===== config.mk =====
export PLATFORM = sky130hd
export DESIGN_NAME = adc_trig_detect_flat
export DESIGN_NICKNAME = d
export VERILOG_FILES = /design/src/rtl/adc_trig_pkg.sv /design/src/rtl/adc_trig_if.sv /design/src/rtl/adc_trig_cmp.sv /design/src/rtl/adc_trig_detect.sv /design/src/flat_wrapper.sv
export SDC_FILE = /design/constraint.sdc
export NUM_CORES = 1
export LEC_CHECK = 0
export BUFFER_PORTS_ARGS = -buffer_cell sky130_fd_sc_hd__buf_4
export CORE_MARGIN = 2
export CORE_UTILIZATION = 49
export CTS_CLUSTER_SIZE = 14
export DETAILED_ROUTE_END_ITERATION = 10
export PLACE_DENSITY = 0.76
export SYNTH_ARGS = -nofsm -noshare
export SYNTH_HDL_FRONTEND = slang
export SYNTH_SLANG_ARGS = --single-unit

===== constraint.sdc =====
create_clock -name adc_clk_i -period 1.7 [get_ports adc_clk_i]
set_input_delay 0.34 -clock adc_clk_i [delete_from_list [all_inputs] [get_ports adc_clk_i]]
set_output_delay 0.34 -clock adc_clk_i [all_outputs]
set_load 0.05 [all_outputs]

===== src/rtl/adc_trig_pkg.sv =====
// rtl/adc_trig_pkg.sv - shared state, edge and width definitions for the ADC trigger detector
package adc_trig_pkg;

    localparam int STATE_W = 2;

    typedef enum logic [STATE_W-1:0] {
        IDLE    = 2'd0,
        HOLDOFF = 2'd1,
        ARMED   = 2'd2,
        READY   = 2'd3
    } trig_state_e;

    localparam logic EDGE_RISE = 1'b0;
    localparam logic EDGE_FALL = 1'b1;

endpackage


===== src/rtl/adc_trig_if.sv =====
// rtl/adc_trig_if.sv - sample stream, configuration and trigger status bundle
interface adc_trig_if #(
    parameter int DW = 14,
    parameter int HW = 32,
    parameter int CW = 32
);
    import adc_trig_pkg::*;

    logic signed [DW-1:0]      adc_dat_i;
    logic                      adc_dv_i;
    logic signed [DW-1:0]      cfg_lvl_i;
    logic        [DW-1:0]      cfg_hyst_i;
    logic                      cfg_edge_i;
    logic        [HW-1:0]      cfg_holdoff_i;
    logic                      arm_i;
    logic                      disarm_i;
    logic                      trig_o;
    logic                      armed_o;
    logic        [STATE_W-1:0] state_o;
    logic        [CW-1:0]      trig_cnt_o;

    modport master (
        output adc_dat_i, adc_dv_i, cfg_lvl_i, cfg_hyst_i, cfg_edge_i,
               cfg_holdoff_i, arm_i, disarm_i,
        input  trig_o, armed_o, state_o, trig_cnt_o
    );

    modport slave (
        input  adc_dat_i, adc_dv_i, cfg_lvl_i, cfg_hyst_i, cfg_edge_i,
               cfg_holdoff_i, arm_i, disarm_i,
        output trig_o, armed_o, state_o, trig_cnt_o
    );
endinterface


===== src/rtl/adc_trig_cmp.sv =====
// rtl/adc_trig_cmp.sv - combinational precondition/fire comparator on widened signed arithmetic
module adc_trig_cmp
    import adc_trig_pkg::*;
#(
    parameter int DW = 14
) (
    input  logic signed [DW-1:0] sample_i,
    input  logic signed [DW-1:0] lvl_i,
    input  logic        [DW-1:0] hyst_i,
    input  logic                 edge_i,
    output logic                 pre_ok_o,
    output logic                 fire_ok_o
);

    // Two extra bits cover lvl +/- hyst for any input without wrap.
    logic signed [DW+1:0] smp_w;
    logic signed [DW+1:0] lvl_w;
    logic signed [DW+1:0] hyst_w;
    logic signed [DW+1:0] thr_lo;
    logic signed [DW+1:0] thr_hi;

    assign smp_w  = {{2{sample_i[DW-1]}}, sample_i};
    assign lvl_w  = {{2{lvl_i[DW-1]}}, lvl_i};
    assign hyst_w = {2'b00, hyst_i};
    assign thr_lo = lvl_w - hyst_w;
    assign thr_hi = lvl_w + hyst_w;

    // Rising needs the signal clearly below the band first, falling clearly above.
    always_comb begin
        pre_ok_o  = 1'b0;
        fire_ok_o = 1'b0;
        if (edge_i == EDGE_FALL) begin
            pre_ok_o  = smp_w > thr_hi;
            fire_ok_o = smp_w <= lvl_w;
        end else begin
            pre_ok_o  = smp_w < thr_lo;
            fire_ok_o = smp_w >= lvl_w;
        end
    end

endmodule


===== src/rtl/adc_trig_detect.sv =====
// rtl/adc_trig_detect.sv - single-shot edge trigger FSM; HOLDOFF state present only with TRIG_HOLDOFF_EN
module adc_trig_detect
    import adc_trig_pkg::*;
#(
    parameter int DW = 14,
    parameter int HW = 32,
    parameter int CW = 32
) (
    input  logic        adc_clk_i,
    input  logic        adc_rstn_i,
    adc_trig_if.slave   bus
);

    trig_state_e   state_q, state_d;
    logic          trig_q, trig_d;
    logic [CW-1:0] cnt_q, cnt_d;
    logic          pre_ok;
    logic          fire_ok;
`ifdef TRIG_HOLDOFF_EN
    logic [HW-1:0] hold_q, hold_d;
`endif

    adc_trig_cmp #(.DW(DW)) u_cmp (
        .sample_i  (bus.adc_dat_i),
        .lvl_i     (bus.cfg_lvl_i),
        .hyst_i    (bus.cfg_hyst_i),
        .edge_i    (bus.cfg_edge_i),
        .pre_ok_o  (pre_ok),
        .fire_ok_o (fire_ok)
    );

    // Next-state logic; disarm overrides arming and a firing sample alike.
    always_comb begin
        state_d = state_q;
        trig_d  = 1'b0;
        cnt_d   = cnt_q;
`ifdef TRIG_HOLDOFF_EN
        hold_d  = hold_q;
`endif
        if (bus.disarm_i) begin
            state_d = IDLE;
        end else begin
            case (state_q)
                IDLE: begin
                    if (bus.arm_i) begin
`ifdef TRIG_HOLDOFF_EN
                        if (bus.cfg_holdoff_i == '0) begin
                            state_d = ARMED;
                        end else begin
                            state_d = HOLDOFF;
                            hold_d  = bus.cfg_holdoff_i;
                        end
`else
                        state_d = ARMED;
`endif
                    end
                end
                HOLDOFF: begin
`ifdef TRIG_HOLDOFF_EN
                    if (bus.adc_dv_i) begin
                        hold_d = hold_q - 1'b1;
                        if (hold_q == HW'(1)) begin
                            state_d = ARMED;
                        end
                    end
`else
                    state_d = IDLE;
`endif
                end
                ARMED: begin
                    if (bus.adc_dv_i && pre_ok) begin
                        state_d = READY;
                    end
                end
                READY: begin
                    if (bus.adc_dv_i && fire_ok) begin
                        trig_d  = 1'b1;
                        cnt_d   = cnt_q + 1'b1;
                        state_d = IDLE;
                    end
                end
                default: state_d = IDLE;
            endcase
        end
    end

    // State, pulse and counter registers.
    always_ff @(posedge adc_clk_i or negedge adc_rstn_i) begin
        if (!adc_rstn_i) begin
            state_q <= IDLE;
            trig_q  <= 1'b0;
            cnt_q   <= '0;
`ifdef TRIG_HOLDOFF_EN
            hold_q  <= '0;
`endif
        end else begin
            state_q <= state_d;
            trig_q  <= trig_d;
            cnt_q   <= cnt_d;
`ifdef TRIG_HOLDOFF_EN
            hold_q  <= hold_d;
`endif
        end
    end

    assign bus.trig_o     = trig_q;
    assign bus.trig_cnt_o = cnt_q;
    assign bus.state_o    = state_q;
    assign bus.armed_o    = (state_q != IDLE);

endmodule

===== src/flat_wrapper.sv =====
// flat-port wrapper written by rule: the top's interface ports become plain ports
module adc_trig_detect_flat import adc_trig_pkg::*;
#(
    parameter int DW = 14,
    parameter int HW = 32,
    parameter int CW = 32
)
  (adc_clk_i, adc_rstn_i, bus_adc_dat_i, bus_adc_dv_i, bus_cfg_lvl_i, bus_cfg_hyst_i, bus_cfg_edge_i, bus_cfg_holdoff_i, bus_arm_i, bus_disarm_i, bus_trig_o, bus_armed_o, bus_state_o, bus_trig_cnt_o);
  adc_trig_if #(.DW(DW), .HW(HW), .CW(CW)) bus_i ();
  input  logic adc_clk_i;
  input  logic adc_rstn_i;
  input wire logic [$bits(bus_i.adc_dat_i)-1:0] bus_adc_dat_i;
  input wire logic [$bits(bus_i.adc_dv_i)-1:0] bus_adc_dv_i;
  input wire logic [$bits(bus_i.cfg_lvl_i)-1:0] bus_cfg_lvl_i;
  input wire logic [$bits(bus_i.cfg_hyst_i)-1:0] bus_cfg_hyst_i;
  input wire logic [$bits(bus_i.cfg_edge_i)-1:0] bus_cfg_edge_i;
  input wire logic [$bits(bus_i.cfg_holdoff_i)-1:0] bus_cfg_holdoff_i;
  input wire logic [$bits(bus_i.arm_i)-1:0] bus_arm_i;
  input wire logic [$bits(bus_i.disarm_i)-1:0] bus_disarm_i;
  output wire logic [$bits(bus_i.trig_o)-1:0] bus_trig_o;
  output wire logic [$bits(bus_i.armed_o)-1:0] bus_armed_o;
  output wire logic [$bits(bus_i.state_o)-1:0] bus_state_o;
  output wire logic [$bits(bus_i.trig_cnt_o)-1:0] bus_trig_cnt_o;
  assign bus_i.adc_dat_i = bus_adc_dat_i;
  assign bus_i.adc_dv_i = bus_adc_dv_i;
  assign bus_i.cfg_lvl_i = bus_cfg_lvl_i;
  assign bus_i.cfg_hyst_i = bus_cfg_hyst_i;
  assign bus_i.cfg_edge_i = bus_cfg_edge_i;
  assign bus_i.cfg_holdoff_i = bus_cfg_holdoff_i;
  assign bus_i.arm_i = bus_arm_i;
  assign bus_i.disarm_i = bus_disarm_i;
  assign bus_trig_o = bus_i.trig_o;
  assign bus_armed_o = bus_i.armed_o;
  assign bus_state_o = bus_i.state_o;
  assign bus_trig_cnt_o = bus_i.trig_cnt_o;
  adc_trig_detect #(.DW(DW), .HW(HW), .CW(CW)) u_core (.adc_clk_i(adc_clk_i), .adc_rstn_i(adc_rstn_i), .bus(bus_i));
endmodule

After elaboration in Yosys (flattened, before gate mapping)
Cells that the tools add are included.

cells by class
  add/subtract/negate cells = 3
  $lt $le $gt $ge = 4
  equal/unequal tests = 6
  muxes and demuxes = 10
  bitwise logic cells = 1
  reductions and logical operators = 6

operators with widths
  cell                                                                   number
  32-bit by 1-bit adder with 32-bit output, second input constant        1
  14-bit by 15-bit adder with 16-bit output                              1
  14-bit by 16-bit greater-than comparator with 1-bit output             1
  14-bit by 16-bit less-than comparator with 1-bit output                1
  14-bit by 15-bit subtractor with 16-bit output                         1
  14-bit >= comparator                                                   1
  14-bit less-or-equal comparator                                        1
  2-bit 2-to-1 mux                                                       4
  2-bit one-hot mux with 4 select lines                                  1
  3-bit by 2-bit != test with 1-bit output, second input constant        2
  3-bit AND reduction                                                    2
  1-bit 2-to-1 mux                                                       5
  2-bit equality test, second input constant                             2
  3-bit != test, second input constant                                   1
  2-bit by 1-bit equality test with 1-bit output, second input constant  1
  1-bit logical AND                                                      2
  2-bit zero test                                                        1
  2-bit nonzero test                                                     1
  1-bit inverter                                                         1

word-level totals
  flip-flop bits (word level) = 35
  input port bits = 80
  output and inout bits = 36
  word-level logic and storage cells = 33

Longest topological paths before layout
  depth in word-level cells = 7
  depth in mapped cells = 19
  gate-level depth less buffers = 19

Hierarchy
A second synthesis with hierarchy kept.

second synthesis, totals
  cell total of the unflattened synthesis = 468
  area, all modules = 4,068.9 um2

modules (own cells, without submodules)
  module           instances  cells each  area each (um2)  sequential area each (um2)
  adc_trig_cmp     1          319         2,406.1          0.0
  adc_trig_detect  1          149         1,662.8          875.8

Least setup slack after synthesis
OpenSTA, ideal clock, no wires.

  kind = input to register
  from = in bus_cfg_hyst_i[1]
  to = reg u_core.state_q[0], in the netlist u_core.bus.state_o[0]
  library setup time = 0.131 ns
  data arrival time = 3.447 ns
  path slack = -1.879 ns
  stages on the path = 15
  cells stage by stage = inv_1 > ha_1 > nand2b_1 > a21oi_1 > o21bai_1 > a211o_1 > a2111oi_1 > o21ai_0 > and3_1 > ha_1 > nand4_1 > or3_1 > o211ai_1 > a21oi_1 > or3_1

on the way
  longest elaborated chain between the ends = 6
  elaborated cells on any way between the ends = 8
  those cells by class = 2 x add/sub; 2 x order compare; 1 x eq/ne; 1 x mux; 2 x reduce/logical

RTL lines
  item                                                                                                                                          RTL line                                source
  start: declaration                                                                                                                            flat_wrapper.sv:15                      input wire logic [$bits(bus_i.cfg_hyst_i)-1:0] bus_cfg_hyst_i;
  14-bit by 15-bit subtractor with 16-bit output / 14-bit by 15-bit adder with 16-bit output (equally long branches)                            adc_trig_cmp.sv:25, adc_trig_cmp.sv:26
  14-bit by 16-bit less-than comparator with 1-bit output / 14-bit by 16-bit greater-than comparator with 1-bit output (equally long branches)  adc_trig_cmp.sv:36, adc_trig_cmp.sv:33
  1-bit 2-to-1 mux (*)                                                                                                                          adc_trig_cmp.sv:32                      if (edge_i == EDGE_FALL) begin
  1-bit logical AND (*)                                                                                                                         adc_trig_detect.sv:71                   if (bus.adc_dv_i && pre_ok) begin
  3-bit by 2-bit != test with 1-bit output (no line) (*)                                                                                        -
  3-bit AND reduction (no line) (*)                                                                                                             -
  end signal: assignment                                                                                                                        adc_trig_detect.sv:97                   state_q <= state_d;
  end: declaration                                                                                                                              adc_trig_detect.sv:14                   trig_state_e state_q, state_d;

Mark *: on every way between the ends. The rest lies on a longest branch, timed or not.
A chain may end at the register's enable or synchronous reset.

Worst setup path after layout
  from = in bus_cfg_lvl_i[1]
  to = reg u_core.state_q[0], in the netlist u_core.bus.state_o[0]

on the way
  longest elaborated chain between the ends = 6
  elaborated cells on any way between the ends = 13
  those cells by class = 2 x add/sub; 4 x order compare; 2 x eq/ne; 2 x mux; 3 x reduce/logical

RTL lines
  item                                                                                                                                          RTL line                                source
  start: declaration                                                                                                                            flat_wrapper.sv:14                      input wire logic [$bits(bus_i.cfg_lvl_i)-1:0] bus_cfg_lvl_i;
  14-bit by 15-bit subtractor with 16-bit output / 14-bit by 15-bit adder with 16-bit output (equally long branches)                            adc_trig_cmp.sv:25, adc_trig_cmp.sv:26
  14-bit by 16-bit less-than comparator with 1-bit output / 14-bit by 16-bit greater-than comparator with 1-bit output (equally long branches)  adc_trig_cmp.sv:36, adc_trig_cmp.sv:33
  1-bit 2-to-1 mux                                                                                                                              adc_trig_cmp.sv:32
  1-bit logical AND                                                                                                                             adc_trig_detect.sv:71
  3-bit by 2-bit != test with 1-bit output (no line)                                                                                            -
  3-bit AND reduction (no line) (*)                                                                                                             -

Marks and branches as above.

==> results.md <==
* Unique masters post-synth at 56
* Max Freq at ~0.29 GHz
* Post-synth EDFFs at 0
* Fraction of layout cells with a size suffix above 1 at 0.509
* Max VDD drop at 409 µV
* IO Count at about 120
* Outcome: finished with violations
* RSZ-0062 raised after global routing: yes
* Dpl cells at about 780
* Failing checks: negative hold slack, negative setup slack
* Top delay family on crit path: compound AO/OA/AOI/OAI gates
* CTS clk-pin slew, worst paths at 0.08 ns
* Routed wire per std cell at 21.6 µm
* Routed WL at 17,800 µm
* H-tree depth at 2
* Rows at 33
* Crit end category: register
* Fin. max-slew vios at 0
* Mapped Area at 4080 µm²
* WS Path Type: primary input to register
* Worst-Margin Slew at 0.475 ns
* Top FF cell, synth: dfrtp_1
* Period utilization at 2.06
* Most frequent cell after synthesis: ha_1
* Die area at 9070 µm²
* Synth area leaders: ha_1 23%, dfrtp_1 21%, xnor2_1 10%, inv_1 4.6%, a21oi_1 3.9%
* Max-Cap Viols at 0
* Max transition margin at 0.683
* Post-Syn Instances at 473
* GRT Residual Overflow at 0
* WP buf/inv at 4
* DIE HEIGHT at 95.3 µm
* Clk_lat worst skew at approximately 0.31 ns
* IO Port Bufs at 83
* Crit path max-delay cell type: nor4bb_2
* Non-filler instance count after layout at 825
* CORE AREA at 8130 µm²
* Syn Nets at 630
* Area leader, netlist: ha_1
* # setup viols final at 35
* Final #Nets at 875
* CP arrival at 3.67 ns
* Initial antenna violation count at 2
* Ys async rst share at 1.00
* Pin count of the biggest net entering global routing at 36
* Initial Util at 0.502
* HPWL Detailed at just under 10,000 µm
* Sequential area share after synthesis at 0.215
* Leakage power at between 3 and 4 nW
* Post-route DRC at 0
* Num CTS Buffers at 5
* Vias per cell at about 6.1
* CTS tree: built
* Final WS setup at -1.80 ns
* Clk_skew at 0.0124 ns
* Worst path max stage delay at 0.35 ns
* Detailed router's first-iteration violation count at around 440
* Hold WS at -0.0164 ns
* Pre-Repair DR Iteration Count at 7
* Synth-to-Final Area Change at 70.5%
* Pwr/cell area at ~530 nW/µm²
* #FFs+latches synth at 35
* Final instance area at slightly below 7000 µm²
* DR vias at 5,017
* Fin util at 0.855
* Root buf cell: clkbuf_8
* Sink Count at 35
* Required time worst endpoint at 1.88 ns
* Area of placed instances at 6020 µm²
* First-pass GRT wire length at roughly 23,000 µm
* CP cell instances: buf_4 > buf_4 > ha_1 > inv_1 > a21oi_2 > o21bai_1 > a211o_1 > a21oi_2 > buf_4 > o21ai_0 > nor4bb_2 > ha_1 > a21o_1 > a21o_1 > a211oi_2 > o21ai_1 > o211ai_1 > a21oi_1 > or3_1
* Number of global-route vias before repair at 5,005
* Top cell type's share of synthesized area at 0.230
* Most frequent cells after synthesis: 75 x ha_1, 50 x inv_1, 48 x xnor2_1, 35 x dfrtp_1, 32 x a21oi_1
* CP Max Fanout at 4
* Synth Area per Inst at 8.63 µm²
* GRT Util Overall at 0.328
* Critical path's most frequent cell: buf_4
* CTS max path bufs at 2
* Hold Path Class: primary input to asynchronous set/reset pin
* Placer Congestion at 0.840
* Final min period at 3.50 ns
* Yosys warnings at 0
* Die X at 95.3 µm
* Worst setup SP type: primary input
* Routed Antenna Nets at 0
* Final Hold Fails at 28
## report_power, final
group / internal, W / total (W) / switching [W]
sequential: 0.000841 / 0.000853 / 0.0000120
clock: 0.000475 / 0.000837 / 0.000362
combinational: 0.000986 / 0.00200 / 0.00102
total: 0.00230 / 0.00369 / 0.00139
## metrics by stage
stage | setup TNS, ns | total power [W] | setup slack, ns
after global placement | -32.42 | 0.00240 | -2.01
after global routing | -31.36 | 0.00382 | -1.94
final | -32.32 | 0.00369 | -1.80
after detailed placement | -34.29 | 0.00247 | -2.16
after floorplan | -19.54 | 0.00180 | -1.69
after CTS | -23.08 | 0.00340 | -1.65
## what timing repair did
item                                   CTS  global route
hold buffers                             0             0
setup endpoints to repair               35            36
setup buffers                           29             9
resized for setup                       59            50
endpoints found under the hold margin    0             0
pin swaps                               68            30
cloned                                   2             0
## routing by layer
layer  part of all wire  vias to the layer above  global-route usage
met3              0.079                      130              0.0451
met5                  0                        -                   0
met2               0.48                      335               0.604
met1               0.37                     2378               0.378
met4              0.074                        0               0.135
li1                   -                     2174                   -
## cell usage in the layout (no fill, tap or decap), types with 4 or more instances in the layout
cell,count
nor2_1,27
nor3_1,6
dfrtp_1,23
o21ai_1,4
xnor2_1,35
buf_6,22
a21oi_1,21
or3_1,4
nor2b_1,6
inv_1,38
xor2_1,5
and3_1,12
ha_4,13
nand2b_1,6
dfrtp_2,12
xnor2_2,13
clkbuf_8,6
ha_1,62
nand3_4,7
o21ai_0,6
o21bai_1,4
nand3_1,6
a21oi_2,11
o21a_1,6
inv_2,7
nand2_4,8
nand4_1,21
and2_1,4
buf_4,221
nand2_1,14
a21o_1,14
## final timing paths
kind / startpoint / endpoint / slack, ns / cells past startpoint
setup reg to reg: u_core.bus.trig_cnt_o[17] / u_core.bus.trig_cnt_o[30] / -0.38 / 7
hold / removal: adc_rstn_i / u_core.bus.trig_cnt_o[26] / -0.02 / 1
hold reg to reg: u_core.bus.trig_cnt_o[31] / u_core.bus.trig_cnt_o[31] / 0.49 / 1
min in group adc_clk_i: bus_disarm_i / u_core.bus.state_o[1] / 0.20 / 2
setup / recovery: bus_cfg_lvl_i[1] / u_core.bus.state_o[0] / -1.80 / 19
max in group asynchronous: adc_rstn_i / u_core.bus.trig_cnt_o[17] / 1.35 / 1
## flip-flops by register name (all words and copies together) (netlist names)
| signal | cells |
|---|---|
| u_core.bus.trig_o | 1 |
| u_core.bus.state_o | 2 |
| u_core.bus.trig_cnt_o | 32 |
## worst register-to-register path: stages (launching register included)
cell     delay (ns)
dfrtp_2        0.39
and4_1         0.31
and3_1         0.21
and3_1         0.27
and3_1         0.23
and3_1         0.28
nand4_1        0.14
xnor2_1        0.15
## area by class of cell
cell class              instances  area, µm²
diodes                          1       2.50
clock buffers                   6       82.6
clock inverters                 2       35.0
fillers                       369       1180
inverters                      50        211
multi-input cells             377       3580
flip-flops and latches         35        891
well taps                     105        131
repair buffers                249       2020
## cells by family (layout without fill, tap and decap cells)
family / Yosys count / after routing / synth area share
other cells: 0 / 1 / 0
fa+ha+maj: 77 / 77 / 0.240
flops: 35 / 35 / 0.215
buf+inv: 61 / 307 / 0.0601
compound gates: 98 / 98 / 0.161
mux: 1 / 1 / 0.00276
xor+xnor: 55 / 55 / 0.118
simple gates: 146 / 146 / 0.204
Power figures use the tool's default switching activity.
